**config.mk**
```make
export PLATFORM = sky130hd
export DESIGN_NAME = icache
export DESIGN_NICKNAME = d
export VERILOG_FILES = /design/src/rtl/icache.sv
export SDC_FILE = /design/constraint.sdc
export NUM_CORES = 2
export LEC_CHECK = 0
export BUFFER_PORTS_ARGS = -buffer_cell sky130_fd_sc_hd__clkbuf_2
export CORE_ASPECT_RATIO = 0.7
export CORE_MARGIN = 5
export CORE_UTILIZATION = 55
export DETAILED_ROUTE_END_ITERATION = 12
export PLACE_DENSITY = 0.74
export SLEW_MARGIN = 20
export SYNTH_ARGS = -nofsm -noshare
export SYNTH_HDL_FRONTEND = slang
export SYNTH_SLANG_ARGS = --single-unit
```
**constraint.sdc**
```tcl
create_clock -name clk -period 4.3 [get_ports clk]
set_input_delay 0.86 -clock clk [delete_from_list [all_inputs] [get_ports clk]]
set_output_delay 0.86 -clock clk [all_outputs]
set_load 0.01 [all_outputs]
```
**src/rtl/icache.sv**
```systemverilog
// Direct-mapped, one-word-per-line instruction cache. Misses are filled
// with four sequential byte reads assembled little-endian.
module icache #(
  parameter int unsigned IDX_W = 6,
  parameter int unsigned ADD_W = 17
) (
  input  logic        clk,
  input  logic        rst_n,
  input  logic        en,
  input  logic        iIF_En,
  input  logic [31:0] iIF_Add,
  input  logic        iClr,
  output logic        oIF_En,
  output logic [31:0] oIF_Ins,
  output logic        oMC_En,
  output logic [31:0] oMC_Add,
  input  logic        iMC_En,
  input  logic [7:0]  iMC_Dat
);

  localparam int unsigned LINES = 2 ** IDX_W;
  localparam int unsigned TAG_W = ADD_W - IDX_W - 2;

  typedef enum logic [1:0] {
    ST_IDLE  = 2'd0,
    ST_WAIT  = 2'd1,
    ST_DRAIN = 2'd2
  } state_t;

  state_t             state_q, state_d;
  logic [1:0]         k_q, k_d;
  logic [29:0]        pc_q, pc_d;
  logic [23:0]        word_q, word_d;
  logic               if_en_q, if_en_d;
  logic [31:0]        if_ins_q, if_ins_d;
  logic               mc_en_q, mc_en_d;
  logic [31:0]        mc_add_q, mc_add_d;
  logic [LINES-1:0]   valid_q, valid_d;

  logic [TAG_W-1:0]   tag_q  [LINES];
  logic [31:0]        data_q [LINES];

  logic [IDX_W-1:0]   lookup_idx;
  logic [TAG_W-1:0]   lookup_tag;
  logic               hit;
  logic [IDX_W-1:0]   fill_idx;
  logic [TAG_W-1:0]   fill_tag;
  logic [31:0]        fill_data;
  logic               fill_we;
  logic [1:0]         k_inc;
  logic [1:0]         unused_addr;

  assign unused_addr = iIF_Add[1:0];

  // Hit check against the incoming PC so a hit answers on the next edge
  assign lookup_idx = iIF_Add[IDX_W+1:2];
  assign lookup_tag = iIF_Add[ADD_W-1:IDX_W+2];
  assign hit        = valid_q[lookup_idx] && (tag_q[lookup_idx] == lookup_tag);

  assign fill_idx  = pc_q[IDX_W-1:0];
  assign fill_tag  = pc_q[ADD_W-3:IDX_W];
  assign fill_data = {iMC_Dat, word_q};
  assign k_inc     = k_q + 2'd1;

  always_comb begin
    state_d  = state_q;
    k_d      = k_q;
    pc_d     = pc_q;
    word_d   = word_q;
    if_en_d  = 1'b0;
    if_ins_d = if_ins_q;
    mc_en_d  = 1'b0;
    mc_add_d = mc_add_q;
    valid_d  = valid_q;
    fill_we  = 1'b0;

    if (en) begin
      unique case (state_q)
        ST_IDLE: begin
          if (iIF_En && !iClr) begin
            pc_d = iIF_Add[31:2];
            if (hit) begin
              if_en_d  = 1'b1;
              if_ins_d = data_q[lookup_idx];
            end else begin
              mc_en_d  = 1'b1;
              mc_add_d = {iIF_Add[31:2], 2'b00};
              k_d      = 2'd0;
              state_d  = ST_WAIT;
            end
          end
        end

        ST_WAIT: begin
          // A flush with a byte in hand has nothing left outstanding
          if (iClr) begin
            state_d = iMC_En ? ST_IDLE : ST_DRAIN;
            k_d     = 2'd0;
          end else if (iMC_En) begin
            if (k_q == 2'd3) begin
              fill_we            = 1'b1;
              valid_d[fill_idx]  = 1'b1;
              if_en_d            = 1'b1;
              if_ins_d           = fill_data;
              k_d                = 2'd0;
              state_d            = ST_IDLE;
            end else begin
              unique case (k_q)
                2'd0:    word_d[7:0]   = iMC_Dat;
                2'd1:    word_d[15:8]  = iMC_Dat;
                default: word_d[23:16] = iMC_Dat;
              endcase
              k_d      = k_inc;
              mc_en_d  = 1'b1;
              mc_add_d = {pc_q, k_inc};
            end
          end
        end

        ST_DRAIN: begin
          if (iMC_En) begin
            state_d = ST_IDLE;
          end
        end

        default: state_d = ST_IDLE;
      endcase
    end
  end

  always_ff @(posedge clk) begin
    if (!rst_n) begin
      state_q  <= ST_IDLE;
      k_q      <= 2'd0;
      pc_q     <= 30'd0;
      word_q   <= 24'd0;
      if_en_q  <= 1'b0;
      if_ins_q <= 32'd0;
      mc_en_q  <= 1'b0;
      mc_add_q <= 32'd0;
      valid_q  <= '0;
    end else begin
      state_q  <= state_d;
      k_q      <= k_d;
      pc_q     <= pc_d;
      word_q   <= word_d;
      if_en_q  <= if_en_d;
      if_ins_q <= if_ins_d;
      mc_en_q  <= mc_en_d;
      mc_add_q <= mc_add_d;
      valid_q  <= valid_d;
    end
  end

  // Tag and data arrays carry no reset; valid bits guard them
  always_ff @(posedge clk) begin
    if (rst_n && fill_we) begin
      tag_q[fill_idx]  <= fill_tag;
      data_q[fill_idx] <= fill_data;
    end
  end

  assign oIF_En  = if_en_q;
  assign oIF_Ins = if_ins_q;
  assign oMC_En  = mc_en_q;
  assign oMC_Add = mc_add_q;

endmodule
```
# Yosys cells after proc, flatten, opt, wreduce, memory -nomap -nowiden

Memories as Yosys holds them, arrays and structs flattened.
Cells that the tools add are included.

Bits in writable memories: 2624
Memories kept: 2
Input bits: 46
Logic and storage cells: 101
Output and inout bits: 66
Bits in registers: 188

Memory list:

| memory | words | width | read ports | clocked after Yosys merged registers in | write ports | line | text |
|---|---|---|---|---|---|---|---|
| data_q | 64    | 32    | 1          | 0                                       | 1           | 41   | `logic [31:0] data_q [LINES];` |
| tag_q  | 64    | 9     | 1          | 0                                       | 1           | 40   | `logic [TAG_W-1:0] tag_q [LINES];` |

Muxes and demuxes: 46
Equal/unequal tests: 15
$lt $le $gt $ge: 3
Bitwise gates (word level): 4
Add/subtract/negate cells: 1
Reductions and logical operators: 19

Operators with widths:

| operator                                                   | count |
|---|---|
| 2-to-1 mux 32 bit                                          | 10 |
| case mux 32 bit (2 select lines)                           | 2 |
| OR 64 bit                                                  | 1 |
| 2-to-1 mux 2 bit                                           | 12 |
| AND reduction 6 bit                                        | 4 |
| 2-to-1 mux 1 bit                                           | 16 |
| != test 2 bit, second input constant                       | 8 |
| less-than comparator 6 x 7 -> 1 bit, second input constant | 2 |
| AND reduction 7 bit                                        | 2 |
| AND reduction 5 bit                                        | 2 |
| equality test 9 bit                                        | 1 |
| binary-select mux 1 bit (select 6 bit)                     | 1 |
| demux 1 bit (select 6 bit)                                 | 1 |
| >= comparator 6 x 1 -> 1 bit, second input constant        | 1 |
| != test 3 bit, second input constant                       | 2 |
| case mux 2 bit (3 select lines)                            | 1 |
| equality test 2 x 1 -> 1 bit, second input constant        | 2 |
| equality test 2 bit, second input constant                 | 2 |
| logical AND 1 bit                                          | 4 |
| logical NOT 2 bit                                          | 2 |
| case mux 1 bit (2 select lines)                            | 2 |
| case mux 2 bit (2 select lines)                            | 1 |
| NOT 1 bit                                                  | 3 |
| AND reduction 3 bit                                        | 1 |
| 5 further kinds                                            | 5 |

# Depth between registers and ports, before layout

Depth in word-level cells: 9
Gate-level depth with buffers: 17
Gate-level depth less buffers: 9

# Worst setup path after synthesis

No wires, ideal clock.

Kind: input port to flip-flop
From: in iMC_En
To: mem data_q[63][0], enable pin
Stages on the path: 5
Required time: 3.859 ns
Buffers on the path: 0
Library setup time: 0.441 ns
Arrival: 3.650 ns
Slack: 0.208 ns
Cell sequence: nor2b_1 -> nand3_1 -> nor3_1 -> nand3_1 -> nor2_1

Word-level cells in the longest chain between the ends: 7

Ends and longest elaborated chain:

| element                                | line | text |
|---|---|---|
| start, declared                        | 17   | `input logic iMC_En,` |
| 2-to-1 mux 1 bit                       | 99   | `end else if (iMC_En) begin` |
| 2-to-1 mux 1 bit                       | 96   | `if (iClr) begin` |
| 2-to-1 mux 1 bit                       | 78   | `unique case (state_q)` |
| 2-to-1 mux 1 bit                       | 77   | `if (en) begin` |
| logical AND 1 bit                      | 157  | `if (rst_n && fill_we) begin` |
| 2-to-1 mux 1 bit                       | 157  |  |
| 2-to-1 mux 1 bit (not written as such) | 159  | `data_q[fill_idx] <= fill_data;` |
| end, declared                          | 41   |  |

Every way passes these cells.

# Final worst setup path

From: mem tag_q[22][1] (netlist name)
To: reg mc_add_q[17] (netlist: oMC_Add[17])

Word-level cells in the longest chain between the ends: 5

Ends and longest elaborated chain:

| element                       | line | text |
|---|---|---|
| start, declared               | 40   |  |
| memory read (64 x 9 bit)      | -    |  |
| equality test 9 bit           | 58   | `assign hit = valid_q[lookup_idx] && (tag_q[lookup_idx] == lookup_tag);` |
| logical AND 1 bit             | 58   |  |
| != test 2 bit (no line)       | -    |  |
| AND reduction 7 bit (no line) | -    |  |
| end signal, assigned          | 150  | `mc_add_q <= mc_add_d;` |
| end, declared                 | 37   | `logic [31:0] mc_add_q, mc_add_d;` |

Every way passes these cells.
A chain may end at the register's enable or synchronous reset.

==> impl_metrics.env <==
export IMPL_outcome="complete, no violations"
export IMPL_detail_route_wl_per_cell_um=37.4
export IMPL_syn_instance_count=4965
export IMPL_finish_net_count=5460
export IMPL_sequentialPowerShare=0.553
export IMPL_post_cts_resized_instances=0
export IMPL_power_net_switching_mw=11.0
export IMPL_synth_flop_cell="sky130_fd_sc_hd__edfxtp_1"
export IMPL_netlist_cell_type_count=65
export IMPL_number_of_antenna_violations_at_the_first_check_in_global_routing=7
export IMPL_dr_first_iter_drc_count=10700
export IMPL_grt_first_pass_wirelength_um=430000
export IMPL_number_of_buffers_on_the_longest_clock_path=4
export IMPL_worst_endpoint_required_ns=5.07
export IMPL_place_worst_setup_slack_ns=-0.278
export IMPL_vias_in_the_first_global_route=55200
export IMPL_overflow_left_after_global_routing=0
export IMPL_final_wirelength_um=308000
export IMPL_fin_tns_setup_ns=0
export IMPL_cellInternalPower_mw=42.7
export IMPL_multi_input_area_um2=24800
export IMPL_synth_sequential_area_ratio=0.762
export IMPL_cp_arrival_ns=4.55
export IMPL_fillers=12700
export IMPL_syn_nets=5014
export IMPL_detail_route_first_pass_iterations=8
export IMPL_synth_ff_latch_count=2812
export IMPL_skew_ns=0.0754
export IMPL_cts_hold_buffers=0
export IMPL_portBuffers=109
export IMPL_drv_cap=0
export IMPL_most_common_library_cell_in_the_layout_ignoring_fill_and_taps="sky130_fd_sc_hd__edfxtp_1"
export IMPL_power_leakage_nw=44.7
export IMPL_area_sequential_um2=82600
export IMPL_maxSlewViolCount=0
export IMPL_maxClockFrequency_ghz=0.265
export IMPL_row_count=136
export IMPL_drt_drc_violations_left=0
export IMPL_pnr_worst_setup_slack_ns=0.520
export IMPL_clock_insertion_delay_at_the_later_pin_of_the_skew_report_ns=0.92
export IMPL_place_detailed_hpwl_um=170000
export IMPL_numClockSinks=2812
export IMPL_layout_cell_share_with_drive_strength_beyond_1=0.302
export IMPL_final_period_minus_worst_setup_slack_ns=3.78
export IMPL_hold_class="in -> reg"
export IMPL_yosys_warnings=0
export IMPL_gr_usage_all_layers=0.298
export IMPL_via_per_inst=6.88
export IMPL_net_switching_share_of_the_total_power=0.205
export IMPL_setup_crit_path_kind="reg -> reg"
export IMPL_report_final_setup_viol=0
export IMPL_netlist_area_um2=108000
export IMPL_layout_cells_most_common_list="sky130_fd_sc_hd__edfxtp_1, sky130_fd_sc_hd__mux4_2, sky130_fd_sc_hd__nand2_1"
export IMPL_ys_async_sr_fraction=0
export IMPL_grt_start_max_net_pins=110
export IMPL_area_growth_synth_to_final_pct=13.8
export IMPL_ctsRootBufferMaster="sky130_fd_sc_hd__clkbuf_16"
export IMPL_core_area_um2=196000
export IMPL_startpoint_type="register"
export IMPL_min_period_over_period=0.879
export IMPL_gp_congestion=0.856
export IMPL_fp_dieH_um=381
export IMPL_power_share_combinational=0.037
export IMPL_initial_core_util=0.552
export IMPL_worst_slew_pin_slew_ns=1.17
export IMPL_layoutNonFillerInstCount=8233
export IMPL_irDropWorstVdd_mv=0.402
export IMPL_design_die_area_um2=206000
export IMPL_slew_headroom=0.219
export IMPL_synth_avg_cell_area_um2=21.8
export IMPL_dr_total_vias=56600
export IMPL_crit_path_max_fanout=26
export IMPL_hold_violations=0
export IMPL_power_clock_fraction=0.410
export IMPL_io_pins=112
export IMPL_dieWidth_um=541
export IMPL_clkSlewWorstSetupHoldPaths_ns=0.06
export IMPL_synth_edff_count=2624
export IMPL_cts_tree="yes"
export IMPL_drt_antenna_violating_nets=0
export IMPL_cts_htree_levels=4
export IMPL_endpoint_kind="register"
export IMPL_total_setup_buffers_inserted_after_cts=0
export IMPL_tritoncts_num_buffers=246
export IMPL_placed_instances=7785
export IMPL_power_density_nw_per_um2=436
export IMPL_grt_setup_unrepaired="no"
==> routing by layer <==
layer | routed length (um) | share of wire | global-route usage | vias up
met4 | 12400 | 0.040 | 0.0974 | 0
met2 | 139000 | 0.45 | 0.444 | 4761
li1 | - | - | - | 21600
met3 | 45600 | 0.15 | 0.0826 | 669
met1 | 111000 | 0.36 | 0.435 | 29600
met5 | 0 | 0 | 0 | -
==> area by class of cell <==
class / count / share of cell area
Sequential cell: 2812 / 0.670
Multi-Input combinational cell: 1854 / 0.201
Clock buffer: 332 / 0.0538
Timing Repair Buffer: 481 / 0.0387
Tap cell: 2622 / 0.0266
Clock inverter: 112 / 0.0100
Inverter: 16 / 0.000487
Antenna cell: 4 / 0.0000811
==> critical path: stages, from the launching register on <==
cell	delay [ns]
sky130_fd_sc_hd__edfxtp_1	0.40
sky130_fd_sc_hd__mux4_2	0.50
sky130_fd_sc_hd__and3_1	0.21
sky130_fd_sc_hd__a41o_1	0.20
sky130_fd_sc_hd__or4_1	0.51
sky130_fd_sc_hd__or3_1	0.34
sky130_fd_sc_hd__a221oi_2	0.44
sky130_fd_sc_hd__and3_1	0.34
sky130_fd_sc_hd__a211o_2	0.21
sky130_fd_sc_hd__buf_12	0.21
sky130_fd_sc_hd__mux2i_1	0.23
==> per-stage QoR <==
stage                     area, um2  power, mW  hold slack, ns   util
after CTS                    123000       53.9           0.205  0.629
final                        123000       53.8           0.244  0.629
after detailed placement     115000       32.3           0.435  0.588
after global placement       115000       32.3           0.427  0.588
after floorplan              108000       31.5           0.421      -
after global routing         123000       55.3           0.234  0.629
==> state kept, by name, summed over array words and instances, names as in the netlist <==
signal,cells
oIF_Ins,32
oIF_En,1
word_q,24
k_q,2
oMC_Add,32
valid_q,64
state_q,2
data_q,2048
pc_q,30
tag_q,576
oMC_En,1
==> worst paths after layout <==
path,from,cells after the start,endpoint,slack [ns]
setup / recovery,tag_q[22][1],10,oMC_Add[17],0.52
setup reg to reg,tag_q[22][1],10,oMC_Add[17],0.52
hold reg to reg,valid_q[63],1,valid_q[63],0.45
hold / removal,iIF_Add[13],3,pc_q[11],0.24
==> power by group through the flow <==
stage,Clock [mW],Sequential [mW],Combinational (mW)
floorplan,0,30.3,1.19
global placement,0,30.3,1.95
detailed placement,0,30.3,1.97
CTS,22.2,29.7,1.99
global route,23.5,29.7,2.09
finish,22.1,29.7,1.99
==> Yosys cell counts, types with 26 or more instances <==
cell | instances | share of area
sky130_fd_sc_hd__buf_4 | 26 | 0.0018
sky130_fd_sc_hd__nor2_1 | 99 | 0.0034
sky130_fd_sc_hd__a22oi_1 | 46 | 0.0032
sky130_fd_sc_hd__mux4_2 | 761 | 0.16
sky130_fd_sc_hd__clkbuf_1 | 108 | 0.0037
sky130_fd_sc_hd__nor2b_1 | 44 | 0.0025
sky130_fd_sc_hd__mux2i_1 | 218 | 0.020
sky130_fd_sc_hd__nand2_1 | 274 | 0.0095
sky130_fd_sc_hd__buf_2 | 102 | 0.0047
sky130_fd_sc_hd__o21ai_0 | 46 | 0.0021
sky130_fd_sc_hd__a21o_1 | 64 | 0.0044
sky130_fd_sc_hd__edfxtp_1 | 2624 | 0.73
sky130_fd_sc_hd__a21boi_0 | 33 | 0.0023
sky130_fd_sc_hd__nand3_1 | 43 | 0.0020
sky130_fd_sc_hd__dfxtp_1 | 188 | 0.035
==> cells by family (layout without fill, tap and decap cells) <==
group,after synthesis,in the layout,share of synthesized area
AOI/OAI and AO/OA,303,303,0.0203
other,0,4,0
muxes,995,995,0.180
DFF,2812,2812,0.762
adders and majority gates,3,3,0.000346
buffers and inverters,299,941,0.0142
and+or+nand+nor,553,553,0.0233
(Power assumes the default switching activity.)
